[config.mk]
export PLATFORM = sky130hd
export DESIGN_NAME = mem_port_arbiter_flat
export DESIGN_NICKNAME = d
export VERILOG_FILES = /design/src/rtl/mem_port_arbiter_pkg.sv /design/src/rtl/mem_port_arbiter_if.sv /design/src/rtl/arb_rr_pick.sv /design/src/rtl/mem_port_arbiter.sv /design/src/flat_wrapper.sv
export SDC_FILE = /design/constraint.sdc
export NUM_CORES = 1
export LEC_CHECK = 0
export ABC_AREA = 1
export CELL_PAD_IN_SITES_DETAIL_PLACEMENT = 1
export CELL_PAD_IN_SITES_GLOBAL_PLACEMENT = 1
export CORE_MARGIN = 2
export CORE_UTILIZATION = 10
export DETAILED_ROUTE_END_ITERATION = 16
export PLACE_DENSITY = 0.75
export SLEW_MARGIN = 40
export SYNTH_ARGS = -nofsm -noshare
export SYNTH_HDL_FRONTEND = slang
export SYNTH_SLANG_ARGS = --single-unit
[constraint.sdc]
create_clock -name clk -period 1.4 [get_ports clk]
set_input_delay 0.14 -clock clk [delete_from_list [all_inputs] [get_ports clk]]
set_output_delay 0.14 -clock clk [all_outputs]
set_load 0.05 [all_outputs]
[src/rtl/mem_port_arbiter_pkg.sv]
// Shared types for the instruction/data memory port arbiter.
// Grant debug bundle is {data, instr}.
package mem_port_arbiter_pkg;

  localparam int DEF_ADDR_W = 32;
  localparam int DEF_DATA_W = 32;

  typedef enum logic [1:0] {
    ARB_IDLE,
    ARB_GRANT_I,
    ARB_GRANT_D
  } arb_state_t;

  typedef struct packed {
    bit d;
    bit i;
  } arb_grant_t;

endpackage

[src/rtl/mem_port_arbiter_if.sv]
// Host and agent Avalon-MM signals around the arbiter.
// master: hosts plus agent side, slave: the arbiter.
interface mem_port_arbiter_if #(
  parameter int ADDR_W = mem_port_arbiter_pkg::DEF_ADDR_W,
  parameter int DATA_W = mem_port_arbiter_pkg::DEF_DATA_W
);
  localparam int BE_W = DATA_W / 8;

  logic [ADDR_W-1:0] i_address;
  logic              i_read;
  logic [DATA_W-1:0] i_readdata;
  logic              i_waitrequest;

  logic [ADDR_W-1:0] d_address;
  logic              d_read;
  logic              d_write;
  logic [BE_W-1:0]   d_byteenable;
  logic [DATA_W-1:0] d_writedata;
  logic [DATA_W-1:0] d_readdata;
  logic              d_waitrequest;

  logic [ADDR_W-1:0] m_address;
  logic              m_read;
  logic              m_write;
  logic [BE_W-1:0]   m_byteenable;
  logic [DATA_W-1:0] m_writedata;
  logic [DATA_W-1:0] m_readdata;
  logic              m_waitrequest;

  modport master (
    output i_address, i_read,
    output d_address, d_read, d_write,
    output d_byteenable, d_writedata,
    output m_readdata, m_waitrequest,
    input  i_readdata, i_waitrequest,
    input  d_readdata, d_waitrequest,
    input  m_address, m_read, m_write,
    input  m_byteenable, m_writedata
  );

  modport slave (
    input  i_address, i_read,
    input  d_address, d_read, d_write,
    input  d_byteenable, d_writedata,
    input  m_readdata, m_waitrequest,
    output i_readdata, i_waitrequest,
    output d_readdata, d_waitrequest,
    output m_address, m_read, m_write,
    output m_byteenable, m_writedata
  );

endinterface

[src/rtl/arb_rr_pick.sv]
// Two-way round-robin chooser; last_d=1 favours instr.
// Purely combinational.
module arb_rr_pick (
  input  logic ireq,
  input  logic dreq,
  input  logic last_d,
  output logic pick_i,
  output logic pick_d
);

  assign pick_i = ireq & (~dreq | last_d);
  assign pick_d = dreq & (~ireq | ~last_d);

endmodule

[src/rtl/mem_port_arbiter.sv]
// Shares one Avalon-MM agent between instr and data hosts.
// Non-preemptive round robin with an idle bubble per transfer.
module mem_port_arbiter
  import mem_port_arbiter_pkg::*;
#(
  parameter int ADDR_W = DEF_ADDR_W,
  parameter int DATA_W = DEF_DATA_W
) (
  input  logic              clk,
  input  logic              rst,
  mem_port_arbiter_if.slave bus,
  output logic [1:0]        grant
);

  localparam int BE_W = DATA_W / 8;

  arb_state_t state;
  arb_grant_t grant_q;
  logic       last_d;
  logic       ireq;
  logic       dreq;
  logic       pick_i;
  logic       pick_d;

  logic [ADDR_W-1:0] m_address;
  logic [DATA_W-1:0] m_writedata;
  logic [BE_W-1:0]   m_be;
  logic              m_read;
  logic              m_write;
  logic [DATA_W-1:0] i_rdata;
  logic [DATA_W-1:0] d_rdata;
  logic              i_wait;
  logic              d_wait;

  assign ireq = bus.i_read;
  assign dreq = bus.d_read | bus.d_write;

  arb_rr_pick u_pick (
    .ireq   (ireq),
    .dreq   (dreq),
    .last_d (last_d),
    .pick_i (pick_i),
    .pick_d (pick_d)
  );

  // A dropped request returns to idle without touching last_d.
  always_ff @(posedge clk) begin
    if (rst) begin
      state   <= ARB_IDLE;
      last_d  <= 1'b1;
      grant_q <= '0;
    end else begin
      unique case (state)
        ARB_IDLE: begin
          if (pick_i) begin
            state   <= ARB_GRANT_I;
            grant_q <= '{d: 1'b0, i: 1'b1};
          end else if (pick_d) begin
            state   <= ARB_GRANT_D;
            grant_q <= '{d: 1'b1, i: 1'b0};
          end
        end
        ARB_GRANT_I: begin
          if (!ireq || !bus.m_waitrequest) begin
            state   <= ARB_IDLE;
            grant_q <= '0;
            if (ireq) last_d <= 1'b0;
          end
        end
        ARB_GRANT_D: begin
          if (!dreq || !bus.m_waitrequest) begin
            state   <= ARB_IDLE;
            grant_q <= '0;
            if (dreq) last_d <= 1'b1;
          end
        end
        default: begin
          state   <= ARB_IDLE;
          grant_q <= '0;
        end
      endcase
    end
  end

  always_comb begin
    m_address   = '0;
    m_writedata = '0;
    m_be        = '0;
    m_read      = 1'b0;
    m_write     = 1'b0;
    i_rdata     = '0;
    d_rdata     = '0;
    i_wait      = 1'b1;
    d_wait      = 1'b1;
    unique case (state)
      ARB_GRANT_I: begin
        m_address = bus.i_address;
        m_read    = bus.i_read;
        m_be      = '1;
        i_rdata   = bus.m_readdata;
        i_wait    = bus.m_waitrequest;
      end
      ARB_GRANT_D: begin
        m_address   = bus.d_address;
        m_write     = bus.d_write;
        m_read      = bus.d_read & ~bus.d_write;
        m_be        = bus.d_byteenable;
        m_writedata = bus.d_writedata;
        d_rdata     = bus.m_readdata;
        d_wait      = bus.m_waitrequest;
      end
      default: ;
    endcase
  end

  assign bus.m_address     = m_address;
  assign bus.m_writedata   = m_writedata;
  assign bus.m_byteenable  = m_be;
  assign bus.m_read        = m_read;
  assign bus.m_write       = m_write;
  assign bus.i_readdata    = i_rdata;
  assign bus.d_readdata    = d_rdata;
  assign bus.i_waitrequest = i_wait;
  assign bus.d_waitrequest = d_wait;
  assign grant             = grant_q;

endmodule
[src/flat_wrapper.sv]
// flat-port wrapper written by rule: the top's interface ports become plain ports
module mem_port_arbiter_flat import mem_port_arbiter_pkg::*;
#(
  parameter int ADDR_W = DEF_ADDR_W,
  parameter int DATA_W = DEF_DATA_W
)
  (clk, rst, grant, bus_i_address, bus_i_read, bus_d_address, bus_d_read, bus_d_write, bus_d_byteenable, bus_d_writedata, bus_m_readdata, bus_m_waitrequest, bus_i_readdata, bus_i_waitrequest, bus_d_readdata, bus_d_waitrequest, bus_m_address, bus_m_read, bus_m_write, bus_m_byteenable, bus_m_writedata);
  mem_port_arbiter_if #(.ADDR_W(ADDR_W), .DATA_W(DATA_W)) bus_i ();
  input  logic clk;
  input  logic rst;
  output logic [1:0] grant;
  input wire logic [$bits(bus_i.i_address)-1:0] bus_i_address;
  input wire logic [$bits(bus_i.i_read)-1:0] bus_i_read;
  input wire logic [$bits(bus_i.d_address)-1:0] bus_d_address;
  input wire logic [$bits(bus_i.d_read)-1:0] bus_d_read;
  input wire logic [$bits(bus_i.d_write)-1:0] bus_d_write;
  input wire logic [$bits(bus_i.d_byteenable)-1:0] bus_d_byteenable;
  input wire logic [$bits(bus_i.d_writedata)-1:0] bus_d_writedata;
  input wire logic [$bits(bus_i.m_readdata)-1:0] bus_m_readdata;
  input wire logic [$bits(bus_i.m_waitrequest)-1:0] bus_m_waitrequest;
  output wire logic [$bits(bus_i.i_readdata)-1:0] bus_i_readdata;
  output wire logic [$bits(bus_i.i_waitrequest)-1:0] bus_i_waitrequest;
  output wire logic [$bits(bus_i.d_readdata)-1:0] bus_d_readdata;
  output wire logic [$bits(bus_i.d_waitrequest)-1:0] bus_d_waitrequest;
  output wire logic [$bits(bus_i.m_address)-1:0] bus_m_address;
  output wire logic [$bits(bus_i.m_read)-1:0] bus_m_read;
  output wire logic [$bits(bus_i.m_write)-1:0] bus_m_write;
  output wire logic [$bits(bus_i.m_byteenable)-1:0] bus_m_byteenable;
  output wire logic [$bits(bus_i.m_writedata)-1:0] bus_m_writedata;
  assign bus_i.i_address = bus_i_address;
  assign bus_i.i_read = bus_i_read;
  assign bus_i.d_address = bus_d_address;
  assign bus_i.d_read = bus_d_read;
  assign bus_i.d_write = bus_d_write;
  assign bus_i.d_byteenable = bus_d_byteenable;
  assign bus_i.d_writedata = bus_d_writedata;
  assign bus_i.m_readdata = bus_m_readdata;
  assign bus_i.m_waitrequest = bus_m_waitrequest;
  assign bus_i_readdata = bus_i.i_readdata;
  assign bus_i_waitrequest = bus_i.i_waitrequest;
  assign bus_d_readdata = bus_i.d_readdata;
  assign bus_d_waitrequest = bus_i.d_waitrequest;
  assign bus_m_address = bus_i.m_address;
  assign bus_m_read = bus_i.m_read;
  assign bus_m_write = bus_i.m_write;
  assign bus_m_byteenable = bus_i.m_byteenable;
  assign bus_m_writedata = bus_i.m_writedata;
  mem_port_arbiter #(.ADDR_W(ADDR_W), .DATA_W(DATA_W)) u_core (.clk(clk), .rst(rst), .bus(bus_i), .grant(grant));
endmodule
==> key figures, run 1 <==
Routing
  – Routed len/inst: 16.04 µm
  – 1st-iter DRT viols: 58
  – ANT nets after route: 0
  – Routed WL: 14,210 µm
  – DRC errors left: 0
  – Vias per cell: 3.800
  – DRT Pass-1 Iters: 4
  – DR vias: 3,367

Synthesis
  – Synth Area in Adders: 2.389%
  – Mapped Nets: 513
  – Mean post-synth cell area: 4.224 µm²
  – Synth Area in Compound Gates: 10.83%
  – Synth Area in XOR/XNOR: 0%
  – Main combinational cell family by area after synthesis: simple AND/OR/NAND/NOR gates
  – Yosys cell types: 12
  – Cell area after synthesis: 1572 µm²
  – Sequential share of the synthesized area: 3.822%
  – Ys Warns: 0
  – Post-Syn Instances: 372
  – Simple-Gate Fraction of Synth Area: 48.41%
  – Post-synthesis mux area share: 0%
  – #FFs+latches synth: 3

Timing
  – Count of final setup violators: 137
  – Final WS setup: -0.3025 ns
  – Setup_tns: -28.40 ns
  – Max-slew headroom: 84.70%
  – Fmax: 0.5874 GHz
  – Unrepaired setup endpoints after global routing: true
  – Final period util: 121.6%
  – Worst-Margin Slew: 0.2288 ns
  – Final count of hold timing violations: 0
  – Fin Clk Skew: 0.002469 ns
  – Final-report max-slew violation count: 0
  – Final min period: 1.703 ns

Layout
  – Final core occ: 49.23%
  – Area Growth Syn to Fin: 378.0%
  – Post-layout nets: 817
  – Most common cell after layout, fill and taps aside: buf_12
  – Layout cell share with drive strength beyond 1: 61.04%
  – Commonest cells after routing, fill and taps aside: buf_12, clkdlybuf4s50_1, nand2_1, nand2_2, inv_2
  – # diodes: 0

Min path
  – Hold Path Class: reg2reg

Placed design
  – Dpl hpwl: 11,430 µm
  – Dpl ws: -0.06980 ns
  – Port Buf Inserts: 275
  – RD Place Congestion: 0.7342

Global routing
  – First-pass GRT wire length: 20,090 µm
  – Initial antenna violation count: 0
  – Vias in the first global route: 3,624
  – Largest net degree at the start of global routing: 25
  – Grt ovf: 0
  – GRT Resource Usage Total: 15.55%

Clocking
  – Num CTS Buffers: 3
  – CTS Root Cell: clkbuf_16
  – CTS H-tree depth: 1
  – Worst-path clk slew: 0.03 ns
  – Clock Tree Buf Depth: 2
  – CTS hold repair buffers: 0
  – Worst-skew pair later-pin latency: 0.23 ns
  – CTS tree: yes
  – Clock sink total: 3

Setup path
  – Startpoint types: flop
  – Crit path max fanout: 7
  – CP Capture Type: primary output
  – WS Path Type: reg2out
  – Arrival time worst endpoint: 1.56 ns
  – Worst path required time: 1.26 ns

Flow run
  – Total of max-cap violations: 0

Power and ir drop
  – Worst vdd ir: 793.9 µV
  – Leak Pwr: 3.129 nW
  – Power consumption: 7.385 mW
  – Power per cell area: 983.1 nW/µm²

Floorplan
  – Die width: 129.4 µm
  – Rows: 45
  – Starting Density: 10.30%
  – I/O Pins: 276
  – Die area: 16,730 µm²
  – Die Span Y: 129.4 µm
  – Placeable Area: 15,260 µm²

Status
  – Failing checks: setup timing
  – Status: finished, violations left
[through the flow]
stage	instance area [µm²]	instances	hold WS (ns)
floorplan	2350	372	0.2710
global placement	6799	864	0.4373
global route	7512	886	0.4981
detailed placement	6799	864	0.4597
CTS	7263	879	0.4651
finish	7512	886	0.4669
[area by class of cell]
type                       count  area (µm²)
tap                          211       264.0
timing repair buffer         321        4796
clock buffer                   4       78.83
multi-input combinational    237        1743
fill                        1655        7746
inverter                     110       563.0
sequential                     3       67.56
[synthesized netlist by cell type]
| library cell | count | share of area [%] |
|---|---|---|
| inv_1 | 110 | 26 |
| buf_4 | 2 | 0.96 |
| ha_1 | 3 | 2.4 |
| nor2_1 | 15 | 3.6 |
| nand2_1 | 179 | 43 |
| buf_2 | 14 | 4.5 |
| a21oi_1 | 34 | 11 |
| nand3_1 | 4 | 1.3 |
| nand4_1 | 2 | 0.80 |
| buf_1 | 3 | 0.72 |
| dfxtp_1 | 3 | 3.8 |
| buf_6 | 3 | 2.1 |
[timing repair]
action	4_1_cts	5_1_grt
resized for setup	96	71
setup endpoints to repair	138	138
cloned	4	1
pin swaps	13	5
setup buffers	7	7
[sequential cells by signal (all words and copies together), names as in the netlist]
register	flops
u_core.last_d	1
u_core.state	2
[final timing paths]
path | from | to | slack [ns] | cells after the start
hold reg to reg | u_core.last_d | u_core.last_d | 0.47 | 2
setup / recovery | u_core.state[0] | bus_d_readdata[25] | -0.30 | 8
setup reg to reg | u_core.state[0] | u_core.state[1] | -0.01 | 8
hold / removal | u_core.last_d | u_core.last_d | 0.47 | 2
[routing by layer]
layer | routed length (µm) | global-route usage [%] | up-vias
met4 | 223 | 2.813 | 0
met2 | 8588 | 33.16 | 136
met3 | 883 | 2.849 | 17
li1 | - | - | 1641
met5 | 0 | 0 | -
met1 | 4514 | 15.33 | 1573
[report_power, final]
group          total [mW]  internal [mW]  switching, mW  leakage (nW)
Clock               0.464          0.377         0.0877        0.0382
Sequential          0.127          0.107         0.0199        0.0261
Combinational        6.79           3.17           3.63          3.06
[kinds of logic (layout without fill, tap and decap cells)]
logic type,after synthesis,after routing
compound gates,34,34
fa+ha+maj,3,3
buf+inv,132,435
flops,3,3
simple gates,200,200
[worst max-delay path: stages, from the launching register on]
cell	delay [ns]
dfxtp_4	0.36
inv_4	0.05
ha_4	0.21
buf_8	0.15
buf_16	0.14
buf_8	0.13
nand2_4	0.06
clkinvlp_4	0.09
buf_12	0.15
Power figures use the tool's default switching activity.
==> run 2: changes to the inputs <==
--- a/config.mk
+++ b/config.mk
@@ -8,7 +8,7 @@
 export ABC_AREA = 1
 export CELL_PAD_IN_SITES_DETAIL_PLACEMENT = 1
 export CELL_PAD_IN_SITES_GLOBAL_PLACEMENT = 1
-export CORE_MARGIN = 2
+export CORE_MARGIN = 4
 export CORE_UTILIZATION = 10
 export DETAILED_ROUTE_END_ITERATION = 16
 export PLACE_DENSITY = 0.75
==> key figures, run 2 (same netlist as run 1, synthesis figures left out) <==
Status
  – Status: finished, violations left
  – Failing checks: setup timing

Layout
  – Commonest cells after routing, fill and taps aside: buf_12, clkdlybuf4s50_1, nand2_4, nand2_1
  – Most common cell after layout, fill and taps aside: buf_12
  – Final Cell Area: 8112 µm² (+8.0%)
  – Top flop regs: u_core.state: 2 flops, u_core.last_d: 1 flops
  – # diodes: 0 (unchanged)
  – Max reg flops: 2 (unchanged)
  – Layout cell share with drive strength beyond 1: 68.62% (+7.6 points)
  – Largest Register: u_core.state
  – Post-layout nets: 824 (+0.86%)
  – Area Growth Syn to Fin: 416.2%

Setup path
  – WS Path Type: reg2out
  – Arrival time worst endpoint: 1.57 ns (about the same)
  – CP Capture Type: primary output
  – Worst path required time: 1.26 ns (about the same)
  – Crit path max fanout: 6 (-1)
  – Startpoint types: flop

Power and ir drop
  – Leak Pwr: 3.574 nW (+14%)
  – Comb power frac: 92.6% (+0.6 points)
  – Power consumption: 7.963 mW (+7.8%)
  – Psw: 4.061 mW (+8.8%)
  – Switch share: 50.99% (+0.44 points)
  – Power per cell area: 981.7 nW/µm² (-0.14%)
  – P_int: 3.902 mW (+6.9%)
  – Clk pwr share: 5.8% (-0.5 points)
  – Worst vdd ir: 571.1 µV (-28%)
  – Sequential power share: 1.6% (about the same)

Global routing
  – Grt ovf: 0 (unchanged)
  – Global routing usage on met3: 3.474% (+0.63 points)
  – Met1 Use GR: 15.95% (+0.63 points)
  – First-pass GRT wire length: 21,650 µm (+7.7%)
  – GRT Resource Usage Total: 15.56% (about the same)
  – Vias in the first global route: 3,713 (+2.5%)
  – Most Used Layer, Global Route: met2
  – Initial antenna violation count: 0 (unchanged)
  – Met2 Use GR: 31.91% (-1.2 points)
  – Largest net degree at the start of global routing: 23 (-8.0%)

Timing
  – Final period util: 122.5% (+0.89 points)
  – Final-report max-slew violation count: 0 (unchanged)
  – Final count of hold timing violations: 0 (unchanged)
  – Final min period: 1.715 ns (+0.01243 ns)
  – Count of final setup violators: 139 (+1.5%)
  – Final WS setup: -0.3150 ns (-0.01243 ns)
  – Unrepaired setup endpoints after global routing: true
  – Fmax: 0.5831 GHz (-0.72%)
  – Worst-Margin Slew: 0.3415 ns (+0.1127 ns)
  – Max-slew headroom: 77.16% (-7.5 points)
  – Fin Clk Skew: 0.001487 ns (-0.0009823 ns)

Placed design
  – RD Place Congestion: 0.7551 (+2.8%)
  – Dpl hpwl: 11,790 µm (+3.1%)
  – Port Buf Inserts: 275 (unchanged)
  – Placed Area: 6741 µm² (-0.85%)

Clocking
  – Num CTS Buffers: 3 (unchanged)
  – Worst-path clk slew: 0.03 ns (about the same)
  – Clock Tree Buf Depth: 2 (unchanged)
  – CTS tree: yes
  – CTS H-tree depth: 1 (unchanged)
  – Worst-skew pair later-pin latency: 0.23 ns (about the same)
  – Clock sink total: 3 (unchanged)
  – CTS Root Cell: clkbuf_16

Floorplan
  – Rows: 45 (unchanged)
  – Die area: 17,780 µm² (+6.3%)
  – Die Span Y: 133.4 µm (+3.1%)
  – Die width: 133.4 µm (+3.1%)
  – Starting Density: 10.26% (-0.038 points)
  – I/O Pins: 276 (unchanged)
  – Placeable Area: 15,310 µm² (+0.37%)

Flow run
  – Total of max-cap violations: 0 (unchanged)

Routing
  – DRT Pass-1 Iters: 4 (unchanged)
  – 1st-iter DRT viols: 65 (+12%)
  – Routed len/inst: 18.88 µm (+18%)
  – ANT nets after route: 0 (unchanged)
  – DRC errors left: 0 (unchanged)
  – Vias per cell: 3.912 (+2.9%)
  – DR vias: 3,493 (+3.7%)
  – Routed WL: 16,860 µm (+19%)

Min path
  – Hold Path Class: reg2reg
-- run 2: cell count changes in the layout (fill, tap and decap cells not counted), moves of 3 or more --
cell,change
nand2_2,-5
inv_2,-3
inv_4,+6
inv_1,-3
nand2_1,-43
buf_12,-3
buf_8,+4
clkbuf_16,+6
nand2_4,+47
nor2_2,+3
buf_16,+3
buf_4,-3
-- run 2: cell type report --
type | instances | area [µm²]
fill | 1632 | 7203
timing repair buffer | 328 | 5006
multi-input combinational | 237 | 2117
inverter | 110 | 578.1
tap | 211 | 264.0
clock buffer | 4 | 78.83
sequential | 3 | 67.56
-- run 2: power by group through the flow --
stage	combinational (mW)	clock, mW	sequential (mW)
after floorplan	3.15	0	0.165
after global placement	5.95	0	0.126
after detailed placement	6.02	0	0.128
after CTS	6.65	0.474	0.127
after global routing	7.66	0.472	0.130
final	7.38	0.460	0.126
-- run 2: stage by stage --
step                setup WS (ns)  hold WS (ns)  setup TNS, ns  std cells  util [%]
global route              -0.3465        0.5048         -37.06        893     52.97
finish                    -0.3150        0.4521         -30.32        893     52.97
detailed placement       -0.09174        0.4565         -2.751        858     44.02
global placement         -0.04527        0.4432        -0.5852        858     44.02
floorplan                -0.06861        0.2710         -3.102        372         -
CTS                       -0.2894        0.4622         -29.88        878     47.74
-- run 2: per-layer routing --
layer	up-vias	share of wire [%]	wire, µm
met1	1662	35	5880
met4	0	1.5	252
met2	144	58	9749
met5	-	0	0
li1	1668	-	-
met3	19	5.8	977
-- run 2: what timing repair did --
| action | CTS | global route |
|---|---|---|
| hold buffers | 0 | 0 |
| gates resized for setup | 102 | 182 |
| gates cloned | 6 | 8 |
| endpoints found under the setup margin | 138 | 139 |
| pin swaps | 6 | 27 |
| buffers inserted | 10 | 8 |
-- run 2: critical path, cell delays in order, from the launching register on --
cell	delay [ns]
dfxtp_4	0.35
inv_4	0.05
ha_4	0.19
buf_6	0.13
buf_12	0.14
buf_16	0.15
nand2_4	0.07
clkinvlp_4	0.10
buf_12	0.16
-- run 2: path summary, 6_finish.rpt --
path,start,depth (start not counted),endpoint,slack (ns)
worst max-delay path,u_core.state[0],8,bus_m_writedata[5],-0.31
worst min-delay path,u_core.last_d,2,u_core.last_d,0.45
worst max register to register,u_core.state[0],10,u_core.state[1],-0.18
worst min register to register,u_core.last_d,2,u_core.last_d,0.45
==> run 3: changes to the inputs <==
--- a/config.mk
+++ b/config.mk
@@ -11,7 +11,7 @@
 export CORE_MARGIN = 4
 export CORE_UTILIZATION = 10
 export DETAILED_ROUTE_END_ITERATION = 16
-export PLACE_DENSITY = 0.75
+export PLACE_DENSITY = 0.84
 export SLEW_MARGIN = 40
 export SYNTH_ARGS = -nofsm -noshare
 export SYNTH_HDL_FRONTEND = slang
==> key figures, run 3 (same netlist as run 1, synthesis figures left out) <==
Floorplan
  – Die area: 17,780 µm² (unchanged)
  – Rows: 45 (unchanged)
  – I/O Pins: 276 (unchanged)
  – Die Span Y: 133.4 µm (unchanged)
  – Starting Density: 10.26% (unchanged)
  – Placeable Area: 15,310 µm² (unchanged)
  – Die width: 133.4 µm (unchanged)

Placed design
  – Placed Area: 6812 µm² (+1.0%)
  – Dpl hpwl: 12,730 µm (+8.0%)
  – Inst Count DP: 864 (+0.70%)
  – Port Buf Inserts: 275 (unchanged)
  – Dpl ws: -0.08751 ns (+0.004236 ns)
  – RD Place Congestion: 0.8386 (+11%)

Power and ir drop
  – Power per cell area: 996.9 nW/µm² (+1.5%)
  – Leak Pwr: 3.662 nW (+2.5%)
  – Worst vdd ir: 620.3 µV (+8.6%)
  – Switch share: 50.98% (about the same)
  – Power consumption: 8.223 mW (+3.3%)
  – Comb power frac: 92.7% (about the same)
  – Sequential power share: 1.6% (about the same)
  – Clk pwr share: 5.7% (about the same)
  – Psw: 4.192 mW (+3.2%)
  – P_int: 4.031 mW (+3.3%)

Setup path
  – CP endpoint: bus_m_writedata[20]
  – Slowest CP cell: dfxtp_4
  – WS Path Type: reg2out
  – Crit path max fanout: 8 (+2)
  – R2R Path Start: u_core.state[0]
  – Reg2Reg Setup Slack: -0.10 ns (+0.08 ns)
  – Most frequent CP cell: buf_12
  – CP Capture Type: primary output
  – Critical path's largest stage delay: 0.38 ns (+0.03 ns)
  – Register-to-Register Path Depth: 11 (+1)
  – Startpoint types: flop
  – Crit. Startpoint: u_core.state[0]
  – Arrival time worst endpoint: 1.64 ns (+0.07 ns)
  – Worst path required time: 1.26 ns (about the same)
  – FF-to-FF End: u_core.state[1]
  – Crit-path cells: inv_6, ha_4, buf_12, buf_12, buf_4, nand2_4, clkinvlp_4, buf_12

Global routing
  – Grt ovf: 0 (unchanged)
  – Vias in the first global route: 3,859 (+3.9%)
  – Initial antenna violation count: 0 (unchanged)
  – GRT Resource Usage Total: 16.11% (+0.56 points)
  – Largest net degree at the start of global routing: 31 (+35%)
  – First-pass GRT wire length: 22,440 µm (+3.7%)

Timing
  – Max-slew headroom: 79.07% (+1.9 points)
  – Final-report max-slew violation count: 0 (unchanged)
  – Fmax: 0.5619 GHz (-3.6%)
  – Setup_tns: -35.08 ns (-4.761 ns)
  – Worst-Margin Slew: 0.3130 ns (-0.02850 ns)
  – Count of final setup violators: 139 (unchanged)
  – Final min period: 1.780 ns (+0.06459 ns)
  – Final count of hold timing violations: 0 (unchanged)
  – Final period util: 127.1% (+4.6 points)
  – WHS: 0.4748 ns (+0.02269 ns)
  – Unrepaired setup endpoints after global routing: true
  – Final WS setup: -0.3795 ns (-0.06459 ns)
  – Fin Clk Skew: 0.003612 ns (+0.002125 ns)

Clocking
  – CTS hold repair buffers: 0 (unchanged)
  – Worst-path clk slew: 0.03 ns (about the same)
  – Num CTS Buffers: 3 (unchanged)
  – Worst-skew pair later-pin latency: 0.23 ns (about the same)
  – Clock sink total: 3 (unchanged)
  – CTS tree: yes
  – Clock Tree Buf Depth: 2 (unchanged)
  – CTS Root Cell: clkbuf_16
  – CTS H-tree depth: 1 (unchanged)

Status
  – Failing checks: setup timing
  – Status: finished, violations left

Layout
  – Layout cell share with drive strength beyond 1: 67.20% (-1.4 points)
  – Largest Register: u_core.state
  – Max reg flops: 2 (unchanged)
  – Most common cell after layout, fill and taps aside: buf_12
  – # diodes: 0 (unchanged)
  – Commonest cells after routing, fill and taps aside: buf_12, clkdlybuf4s50_1, nand2_4, nand2_1
  – Final core occ: 53.86% (+0.90 points)
  – Layout Cells excl Fill: 903 (+1.1%)
  – Top flop regs: u_core.state: 2 flops, u_core.last_d: 1 flops
  – Post-layout nets: 834 (+1.2%)
  – Final Cell Area: 8249 µm² (+1.7%)
  – Area Growth Syn to Fin: 424.9%

Min path
  – Hold Path Class: reg2reg
  – Cells on Worst Hold Path: 2 (unchanged)

Routing
  – Routed WL: 18,670 µm (+11%)
  – DRT Pass-1 Iters: 4 (unchanged)
  – Routed len/inst: 20.67 µm (+9.5%)
  – DR vias: 3,578 (+2.4%)
  – DRC errors left: 0 (unchanged)
  – Vias per cell: 3.962 (+1.3%)
  – 1st-iter DRT viols: 78 (+20%)
  – ANT nets after route: 0 (unchanged)

Flow run
  – Total of max-cap violations: 0 (unchanged)
==> run 3: worst min-delay path by stage <==
stage,start,endpoint,slack [ns]
finish,u_core.last_d,u_core.last_d,0.47
global placement,u_core.last_d,u_core.last_d,0.44
CTS,u_core.last_d,u_core.last_d,0.49
floorplan,rst,u_core.last_d,0.27
detailed placement,u_core.last_d,u_core.last_d,0.48
global route,u_core.last_d,u_core.last_d,0.53
==> run 3: metal layers <==
metal / track usage [%] / share of wire [%]
met3: 3.021 / 5.4
met4: 3.771 / 3.1
met1: 15.84 / 32
met5: 0 / 0
met2: 33.97 / 59
==> run 3: critical path: cells and delay by family, from the launching register on <==
| kind | cells | cell delay (ns) |
|---|---|---|
| buf+inv | 6 | 0.78 |
| flops | 1 | 0.38 |
| fa+ha+maj | 1 | 0.17 |
| simple gates | 1 | 0.07 |
==> run 3: timing repair <==
item | 4_1_cts | 5_1_grt
gates cloned | 4 | 9
gates resized for setup | 119 | 174
pin swaps | 5 | 20
buffers inserted | 6 | 18
endpoints found under the setup margin | 138 | 139
==> run 3: power groups by stage <==
| stage | sequential (mW) | combinational, mW | clock [mW] |
|---|---|---|---|
| finish | 0.132 | 7.63 | 0.465 |
| detailed placement | 0.128 | 6.20 | 0 |
| CTS | 0.131 | 6.70 | 0.472 |
| floorplan | 0.165 | 3.15 | 0 |
| global placement | 0.126 | 6.07 | 0 |
| global route | 0.135 | 7.91 | 0.480 |
==> run 3: final cells by class <==
class | count | area [µm²]
clock buffers | 4 | 78.83
well taps | 211 | 264.0
multi-input cells | 237 | 2142
inverters | 110 | 615.6
fillers | 1627 | 7066
flip-flops and latches | 3 | 67.56
repair buffers | 338 | 5081
==> RTL edit, RTL diff (config.mk and constraints of run 3) <==
`DEF_ADDR_W`: 32 -> 64.
--- a/src/rtl/mem_port_arbiter_pkg.sv
+++ b/src/rtl/mem_port_arbiter_pkg.sv
@@ -2,7 +2,7 @@
 // Grant debug bundle is {data, instr}.
 package mem_port_arbiter_pkg;
 
-  localparam int DEF_ADDR_W = 32;
+  localparam int DEF_ADDR_W = 64;
   localparam int DEF_DATA_W = 32;
 
   typedef enum logic [1:0] {
Ports: changed (resized bus_d_address, bus_i_address and bus_m_address); port bits go from 276 to 372. The function was not compared with the original's and may differ.
==> RTL edit against run 3 <==
The run still ends with setup timing left; final area up 33%; power rose by 32%; setup slack worse by 0.0097 ns; sequential cell count unchanged; routed wire length rose by 28%; sequential share of layout area down 0.20 points; synthesized area grew 36%; largest cell class unchanged.
==> RTL edit: results (changes against run 3) <==
status -> finished with violations
failing checks -> setup timing
RePlAce Congestion -> 0.8085 (-3.6%)
Synth Area in Adders -> 1.758% (-0.63 points)
DRT iter0 DRCs -> 124 (+59%)
VDD IR max -> 0.4996 mV (-19%)
Slew @ Worst Pin -> 0.3210 ns (+0.007984 ns)
Multi-input gate area -> 0.003098 mm2 (+45%)
worst setup slack after layout -> -0.3893 ns (-0.009743 ns)
synth top area cells -> nand2_1, inv_1, a21oi_1, buf_2, a21oi_2
first-pass GRT wire length -> 32.88 mm (+47%)
Reg2Reg Depth -> 13 (+2)
Crit path largest cell delay -> 0.36 ns (-0.02 ns)
synth cell count leaders -> nand2_1, inv_1, a21oi_1, buf_2, nor2_1
GR Util All Layers -> 17.66% (+1.5 points)
# setup viols final -> 171 (+23%)
setup TNS -> -44.06 ns (-8.981 ns)
clk cell area share -> 0.7185% (-0.24 points)
Yosys cell types -> 16 (+4)
Non-clock buffering overhead -> 62.24% (+0.64 points)
Multi-In Gates -> 333 (+41%)
bufs w/o clock -> 452 (+34%)
post-synthesis sequential area ratio -> 2.814% (-1.0 points)
final WL -> 23.88 mm (+28%)
Compound-Gate Fraction of Synth Area -> 17.23% (+6.4 points)
Final Instance Area -> 0.01097 mm2 (+33%)
DP Area -> 0.008795 mm2 (+29%)
Port Buffer Count -> 371 (+35%)
dpl ws -> -0.2008 ns (-0.1133 ns)
largest net degree at the start of global routing -> 24 (-23%)
die extent in x -> 154.1 um (+16%)
combinational share of power -> 94.5% (+1.8 points)
R2R Path End -> u_core.state[0]
share of cells above drive strength 1 -> 64.30% (-2.9 points)
Power, Total -> 10.85 mW (+32%)
Lkg Pwr -> 4.881 nW (+33%)
post-cts sizing count -> 230 (+93%)
worst setup path endpoint -> bus_m_address[10]
Psw -> 5.548 mW (+32%)
fill cell count -> 2191 (+35%)
Detail Placement HPWL -> 16.60 mm (+30%)
postcts setup bufs -> 23 (+17)
RTL edit: changes by cell type in the layout (fill, tap and decap cells not counted), moves of 15 or more:
cell,before,now
clkdlybuf4s50_1,137,201
buf_16,3,18
a21oi_4,33,65
buf_12,153,189
nand2_4,74,100
nand2_2,37,57
clkinvlp_4,32,7
nand2_1,65,85
RTL edit: metrics by stage:
stage          hold slack [ns]  instances
6_report                0.4685       1177
5_1_grt                 0.4943       1177
4_1_cts                 0.4858       1163
3_3_place_gp            0.4421       1119
2_1_floorplan           0.2710        480
3_5_place_dp            0.4786       1119
RTL edit: metal layers:
metal	track usage (%)	vias to the layer above	wire length [um]
li1	-	2231	-
met1	17.93	2287	8144
met2	36.04	228	13730
met3	4.306	33	1522
met4	3.364	0	481
met5	0	-	0
RTL edit: worst reg2reg max path: cells and delay by family (launching register included):
kind	cells	cell delay, ns
buffers and inverters	6	0.63
adder cells (fa/ha/maj)	1	0.20
AND/OR/NAND/NOR	6	0.40
flip-flops	1	0.38
